### config.mk
export PLATFORM = sky130hd
export DESIGN_NAME = seg_scan_ctrl
export DESIGN_NICKNAME = d
export VERILOG_FILES = /design/src/rtl/seg_scan_ctrl.sv
export SDC_FILE = /design/constraint.sdc
export NUM_CORES = 1
export LEC_CHECK = 0
export BUFFER_PORTS_ARGS = -buffer_cell sky130_fd_sc_hd__buf_2
export CORE_MARGIN = 2
export CORE_UTILIZATION = 45
export DETAILED_ROUTE_END_ITERATION = 16
export PLACE_DENSITY_LB_ADDON = 0.05
export SYNTH_ARGS = -nofsm -noshare
export SYNTH_HDL_FRONTEND = slang
export SYNTH_SLANG_ARGS = --single-unit
### constraint.sdc
create_clock -name clk -period 5.3 [get_ports clk]
set_clock_uncertainty 0.1 [all_clocks]
set_input_delay 0.795 -clock clk [delete_from_list [all_inputs] [get_ports clk]]
set_output_delay 0.795 -clock clk [all_outputs]
set_load 0.02 [all_outputs]
### src/rtl/seg_scan_ctrl.sv
// Four-digit seven-segment scan controller: double-dabble binary-to-BCD conversion
// followed by continuous time-multiplexing of the digits onto a shared decoder.
module seg_scan_ctrl #(
  parameter int unsigned REFRESH_DIV = 100000,
  parameter bit          BLANK_LZ    = 1'b1
) (
  input  logic        clk,
  input  logic        rst,
  input  logic        load,
  input  logic [13:0] value,
  output logic        busy,
  output logic        ovf,
  output logic [3:0]  an,
  output logic [3:0]  digit
);

  localparam int unsigned CntW = (REFRESH_DIV > 1) ? $clog2(REFRESH_DIV) : 1;
  localparam logic [CntW-1:0] CntMax = CntW'(REFRESH_DIV - 1);

  typedef enum logic [1:0] {StIdle, StConv, StCommit} state_e;

  state_e          state_q, state_d;
  logic [13:0]     bin_q, bin_d;
  logic [15:0]     bcd_q, bcd_d;
  logic [15:0]     disp_q, disp_d;
  logic [3:0]      step_q, step_d;
  logic            busy_q, busy_d;
  logic            ovf_q, ovf_d;
  logic [CntW-1:0] cnt_q, cnt_d;
  logic [1:0]      idx_q, idx_d;

  logic [15:0]     bcd_adj;
  logic [3:0]      blank;

  // Add-3 correction applied to every nibble before each shift.
  always_comb begin
    bcd_adj = bcd_q;
    for (int i = 0; i < 4; i++) begin
      if (bcd_q[4*i +: 4] >= 4'd5) begin
        bcd_adj[4*i +: 4] = bcd_q[4*i +: 4] + 4'd3;
      end
    end
  end

  always_comb begin
    state_d = state_q;
    bin_d   = bin_q;
    bcd_d   = bcd_q;
    disp_d  = disp_q;
    step_d  = step_q;
    busy_d  = busy_q;
    ovf_d   = ovf_q;

    unique case (state_q)
      StIdle: begin
        if (load) begin
          if (value > 14'd9999) begin
            bin_d = 14'd9999;
            ovf_d = 1'b1;
          end else begin
            bin_d = value;
            ovf_d = 1'b0;
          end
          bcd_d   = 16'd0;
          step_d  = 4'd0;
          busy_d  = 1'b1;
          state_d = StConv;
        end
      end
      StConv: begin
        bcd_d  = {bcd_adj[14:0], bin_q[13]};
        bin_d  = {bin_q[12:0], 1'b0};
        step_d = step_q + 4'd1;
        if (step_q == 4'd13) begin
          state_d = StCommit;
        end
      end
      StCommit: begin
        disp_d  = bcd_q;
        busy_d  = 1'b0;
        state_d = StIdle;
      end
      default: state_d = StIdle;
    endcase
  end

  // Refresh scan runs regardless of conversion state.
  always_comb begin
    cnt_d = cnt_q + CntW'(1);
    idx_d = idx_q;
    if (cnt_q == CntMax) begin
      cnt_d = '0;
      idx_d = idx_q + 2'd1;
    end
  end

  always_ff @(posedge clk) begin
    if (rst) begin
      state_q <= StIdle;
      bin_q   <= 14'd0;
      bcd_q   <= 16'd0;
      disp_q  <= 16'd0;
      step_q  <= 4'd0;
      busy_q  <= 1'b0;
      ovf_q   <= 1'b0;
      cnt_q   <= '0;
      idx_q   <= 2'd0;
    end else begin
      state_q <= state_d;
      bin_q   <= bin_d;
      bcd_q   <= bcd_d;
      disp_q  <= disp_d;
      step_q  <= step_d;
      busy_q  <= busy_d;
      ovf_q   <= ovf_d;
      cnt_q   <= cnt_d;
      idx_q   <= idx_d;
    end
  end

  // A position is blank when it and every more significant digit are zero.
  always_comb begin
    blank    = 4'b0000;
    blank[1] = (disp_q[15:4] == 12'd0);
    blank[2] = (disp_q[15:8] == 8'd0);
    blank[3] = (disp_q[15:12] == 4'd0);
  end

  always_comb begin
    digit = 4'd0;
    unique case (idx_q)
      2'd0: digit = disp_q[3:0];
      2'd1: digit = disp_q[7:4];
      2'd2: digit = disp_q[11:8];
      2'd3: digit = disp_q[15:12];
      default: digit = 4'd0;
    endcase
    if (BLANK_LZ && blank[idx_q]) begin
      an = 4'b1111;
    end else begin
      an = ~(4'b0001 << idx_q);
    end
  end

  assign busy = busy_q;
  assign ovf  = ovf_q;

endmodule

Yosys cells after proc, flatten, opt, wreduce, memory -nomap -nowiden
Cells that the tools add are included.

word-level totals
  register bits = 73
  latch bits = 0
  bits in writable memories = 0
  memory bits (read-only) = 0
  output and inout bits = 10
  memories = 0

cells by class
  $add $sub $neg = 7
  multiply operators = 0
  div/mod/pow operators = 0
  magnitude comparators = 6
  eq/ne operators = 9
  shifts and indexed selects = 1
  mux-type cells = 21
  bitwise gates (word level) = 1
  reductions and logical operators = 12

operators by type and width
  cell                     number
  $pmux W16 S2             1
  $mux W14                 2
  $pmux W14 S2             1
  $mux W4                  5
  $add A17 B1 Y17 const B  1
  $eq A17 B17 Y1 const B   1
  $ge A4 B3 Y1 const B     4
  $mux W16                 1
  $pmux W4 S4              1
  $gt A14 B14 Y1 const B   1
  $add A4 B2 Y4 const B    3
  $logic_not A12 Y1        1
  $logic_not A8 Y1         1
  $pmux W4 S2              1
  $reduce_and A2 Y1        4
  $eq A2 B2 Y1 const B     3
  $add A4 B1 Y4 const B    1
  $eq A2 B1 Y1 const B     2
  $eq A4 B4 Y1 const B     1
  $logic_not A2 Y1         2
  $logic_not A4 Y1         1
  $mux W2                  2
  $ne A2 B2 Y1 const B     2
  $not A4 Y4               1
  11 further kinds         14

Depth between registers and ports, before layout
  word-level depth = 4
  depth in mapped cells = 7
  gate-level depth less buffers = 6

Worst setup path after synthesis
No wires, ideal clock.

  path type = register to output
  start = register disp_q[12]
  end = output an[1]
  arrival = 1.305 ns
  setup slack = 3.100 ns
  stages on the path, launching flop included = 4
  path buffers = 0
  cells stage by stage = dfxtp_1 or4_1 or3_1 nand2_1

between the ends
  cells in the longest elaborated chain, start to end = 4
  elaborated cells between the ends (all ways) = 6

ends and longest elaborated chain
  element                                    RTL line  RTL
  start: declaration                         25        logic [15:0] disp_q, disp_d;
  start signal: assignment                   112       disp_q <= disp_d;
  $logic_not A12 Y1 (tied with other cells)  124       blank[1] = (disp_q[15:4] == 12'd0);
  $bmux W1 S2 (*)                            138       if (BLANK_LZ && blank[idx_q]) begin
  $mux W1 (not written as such) (*)          138
  $mux W4 (*)                                138
  end: declaration                           13        output logic [3:0] an,

Every way passes the cells marked *; elsewhere a longest branch is shown, timed or not. The select of a mux whose other input is x is not followed.

Worst setup path in the final report
  start = register idx_q[0]
  end = output digit[2]

between the ends
  cells in the longest elaborated chain, start to end = 2
  elaborated cells between the ends (all ways) = 5

ends and longest elaborated chain
  element                               RTL line  RTL
  start: declaration                    30        logic [1:0] idx_q, idx_d;
  start signal: assignment              117       idx_q <= idx_d;
  $eq A2 B2 Y1 (tied with other cells)  131       unique case (idx_q)
  $pmux W4 S4 (*)                       131
  end: declaration                      14        output logic [3:0] digit

Every way passes the cells marked *; elsewhere a longest branch is shown, timed or not.

==> impl_metrics.json <==
{
  "stdcell_count": 505,
  "fillCellCount": 721,
  "grt_use_met3": 0.0559,
  "coreArea_um2": 7250,
  "die_h_um": 90.5,
  "cts_resized": 0,
  "tritoncts": "built",
  "synth_top_area_cell": "dfxtp_1",
  "synthTopCellsByArea": "dfxtp_1 43%, ha_1 5.9%, a21oi_1 4.9%, nand2_1 4.9%, nor2_1 4.0%",
  "crit_path_start_kind": "register",
  "met2_usage": 0.295,
  "clkTransAtPathRegs_ns": 0.07,
  "root_buffer": "clkbuf_8",
  "hold_viol_final": 0,
  "drive_gt1_frac": 0.131,
  "grt_max_degree": 46,
  "powerDensity_nw_per_um2": 300,
  "min_period_over_period": 0.510,
  "dp_hpwl_mm": 4.90,
  "synth_top_area_share": 0.434,
  "endpoint_kind": "output port",
  "hold_class": "register to register",
  "antenna_found_initial": 0,
  "clock_latency_ns": 0.35,
  "max-vdd-ir-drop_mv": 0.153,
  "setup-tns-final_ns": 0,
  "fin_nets": 434,
  "synth_most_common_cell": "dfxtp_1",
  "cts.sinks": 73,
  "grt_use_total": 0.184,
  "routed_wl_mm": 7.01,
  "run_status": "completed",
  "first_pass_iters": 5,
  "tightest_slew_ns": 0.921,
  "area_growth_syn_to_layout_pct": 12.1,
  "cts_made_buffers": 9,
  "synth_ff_type": "dfxtp_1",
  "ys_seq_area_frac": 0.434,
  "syn_area_um2": 3370,
  "drt_iter0_drc": 137,
  "boundaryPins": 27,
  "crit_type": "register to output port",
  "drc": 0,
  "use_met1": 0.238,
  "viasPerCell": 5.36,
  "synth_cell_types": 49,
  "max_stage_delay_ns": 0.40,
  "min_period_ns": 2.70,
  "post_cts_buffers": 0,
  "portBuffers": 26,
  "htreeDepth": 3,
  "start_util": 0.464,
  "relSlewSlack": 0.385,
  "fp.dieW_um": 90.5,
  "synth_enable_flop_cells": 0,
  "maxCapViolations": 0,
  "setup_viol": 0,
  "rsz0062_at_grt": "false",
  "syn_nets": 414,
  "ctsHoldBuffers": 0,
  "clockBufferDepth": 2,
  "cp_cell_sequence": "inv_1, ha_1, a222oi_1, mux2i_1, buf_2",
  "p_leak_nw": 1.44,
  "critPathRequiredTime_ns": 4.41,
  "dp_cells": 489,
  "grt_pass1_vias": 2559,
  "syn_inst": 381,
  "worst-endpoint-arrival_ns": 1.81,
  "drv_slew": 0,
  "synthArstFlopShare": 0,
  "crit_slowest_cell": "dfxtp_1",
  "fmax_mhz": 370,
  "grt_pass1_wl_mm": 12.1,
  "wire_per_inst_um": 13.9,
  "fp.dieArea_um2": 8190,
  "ant_nets": 0,
  "gp_congestion": 0.779,
  "antenna-diode-count": 0,
  "overflow": 0,
  "ys_ff_latch": 73,
  "postSynthAreaPerCell_um2": 8.84,
  "yosys_warnings": 0,
  "grt.busiest_layer": "met2",
  "synth_common_cells": "73 x dfxtp_1, 44 x nand2_1, 36 x nor2_1",
  "worstPathMaxFanout": 5,
  "rows": 31,
  "vias": 2705
}
## registers in the layout (all words and copies together) (netlist names)
| signal | count |
|---|---|
| cnt_q | 17 |
| bcd_q | 16 |
| disp_q | 16 |
| bin_q | 14 |
| step_q | 4 |
| idx_q | 2 |
| state_q | 2 |
| busy | 1 |
| ovf | 1 |
## cells by family after synthesis
group                    share of synthesized area
XOR/XNOR                                    0.0572
buffers and inverters                       0.0475
adder cells (fa/ha/maj)                     0.0594
flip-flops                                   0.434
multiplexers                                0.0301
AND/OR/NAND/NOR                              0.206
AO/OA/AOI/OAI                                0.166
## cells in the final DEF (no fill, tap or decap), drive strengths merged, types with 3 or more instances in the layout
cell type / synthesis / final
inv: 21 / 21
o22ai: 8 / 8
o32ai: 3 / 3
and4: 4 / 4
buf: 4 / 27
or3: 6 / 6
a32o: 4 / 4
nor2: 36 / 36
mux2i: 9 / 9
a22oi: 4 / 4
dfxtp: 73 / 73
o21ai: 6 / 6
a222oi: 6 / 6
ha: 16 / 16
a22o: 4 / 4
nand3: 13 / 13
nand2: 44 / 44
nand4: 5 / 5
xnor2: 11 / 11
nand2b: 9 / 9
clkbuf: 14 / 11
a211oi: 3 / 3
nor2b: 3 / 3
xor2: 11 / 11
o211ai: 3 / 3
nor4: 3 / 3
a21oi: 34 / 34
o31ai: 5 / 5
## final timing paths
kind	from	to	slack, ns	cells after the start
max	idx_q[0]	digit[2]	2.60	5
min	disp_q[2]	disp_q[2]	0.36	2
max reg2reg	state_q[0]	bcd_q[7]	3.02	4
min reg2reg	disp_q[2]	disp_q[2]	0.36	2
## stage by stage
stage	power (mW)	hold slack, ns	setup slack, ns	util	instance area (µm²)
3_5_place_dp	0.652	0.346	2.75	0.489	3550
6_report	1.13	0.359	2.60	0.521	3780
5_1_grt	1.19	0.375	2.43	0.521	3780
3_3_place_gp	0.651	0.344	2.78	0.489	3550
4_1_cts	1.15	0.362	2.56	0.521	3780
2_1_floorplan	0.630	0.326	3.10	-	3370
## where the power goes
part | switching, mW | internal, mW | total, mW
sequential | 0.0103 | 0.562 | 0.572
clock | 0.205 | 0.289 | 0.495
combinational | 0.0411 | 0.0249 | 0.0661
## routing by layer
layer | vias to the layer above | routed length [µm]
li1 | 1382 | -
met1 | 1266 | 3490
met2 | 50 | 3140
met3 | 7 | 281
met4 | 0 | 92
met5 | - | 0
## area by class of cell
| cell class | count | area [µm²] | area share |
|---|---|---|---|
| Clock inverter | 5 | 77.6 | 0.0205 |
| Multi-Input combinational cell | 269 | 1750 | 0.462 |
| Timing Repair Buffer | 27 | 138 | 0.0364 |
| Tap cell | 99 | 124 | 0.0328 |
| Inverter | 21 | 78.8 | 0.0209 |
| Sequential cell | 73 | 1460 | 0.387 |
| Clock buffer | 11 | 151 | 0.0401 |
## worst max-delay path: cells and delay by family (launching register included)
family	cells	cell delay, ns
AO/OA/AOI/OAI	1	0.40
adder cells (fa/ha/maj)	1	0.28
buffers and inverters	2	0.29
flip-flops	1	0.40
multiplexers	1	0.11
(Power assumes the default switching activity.)
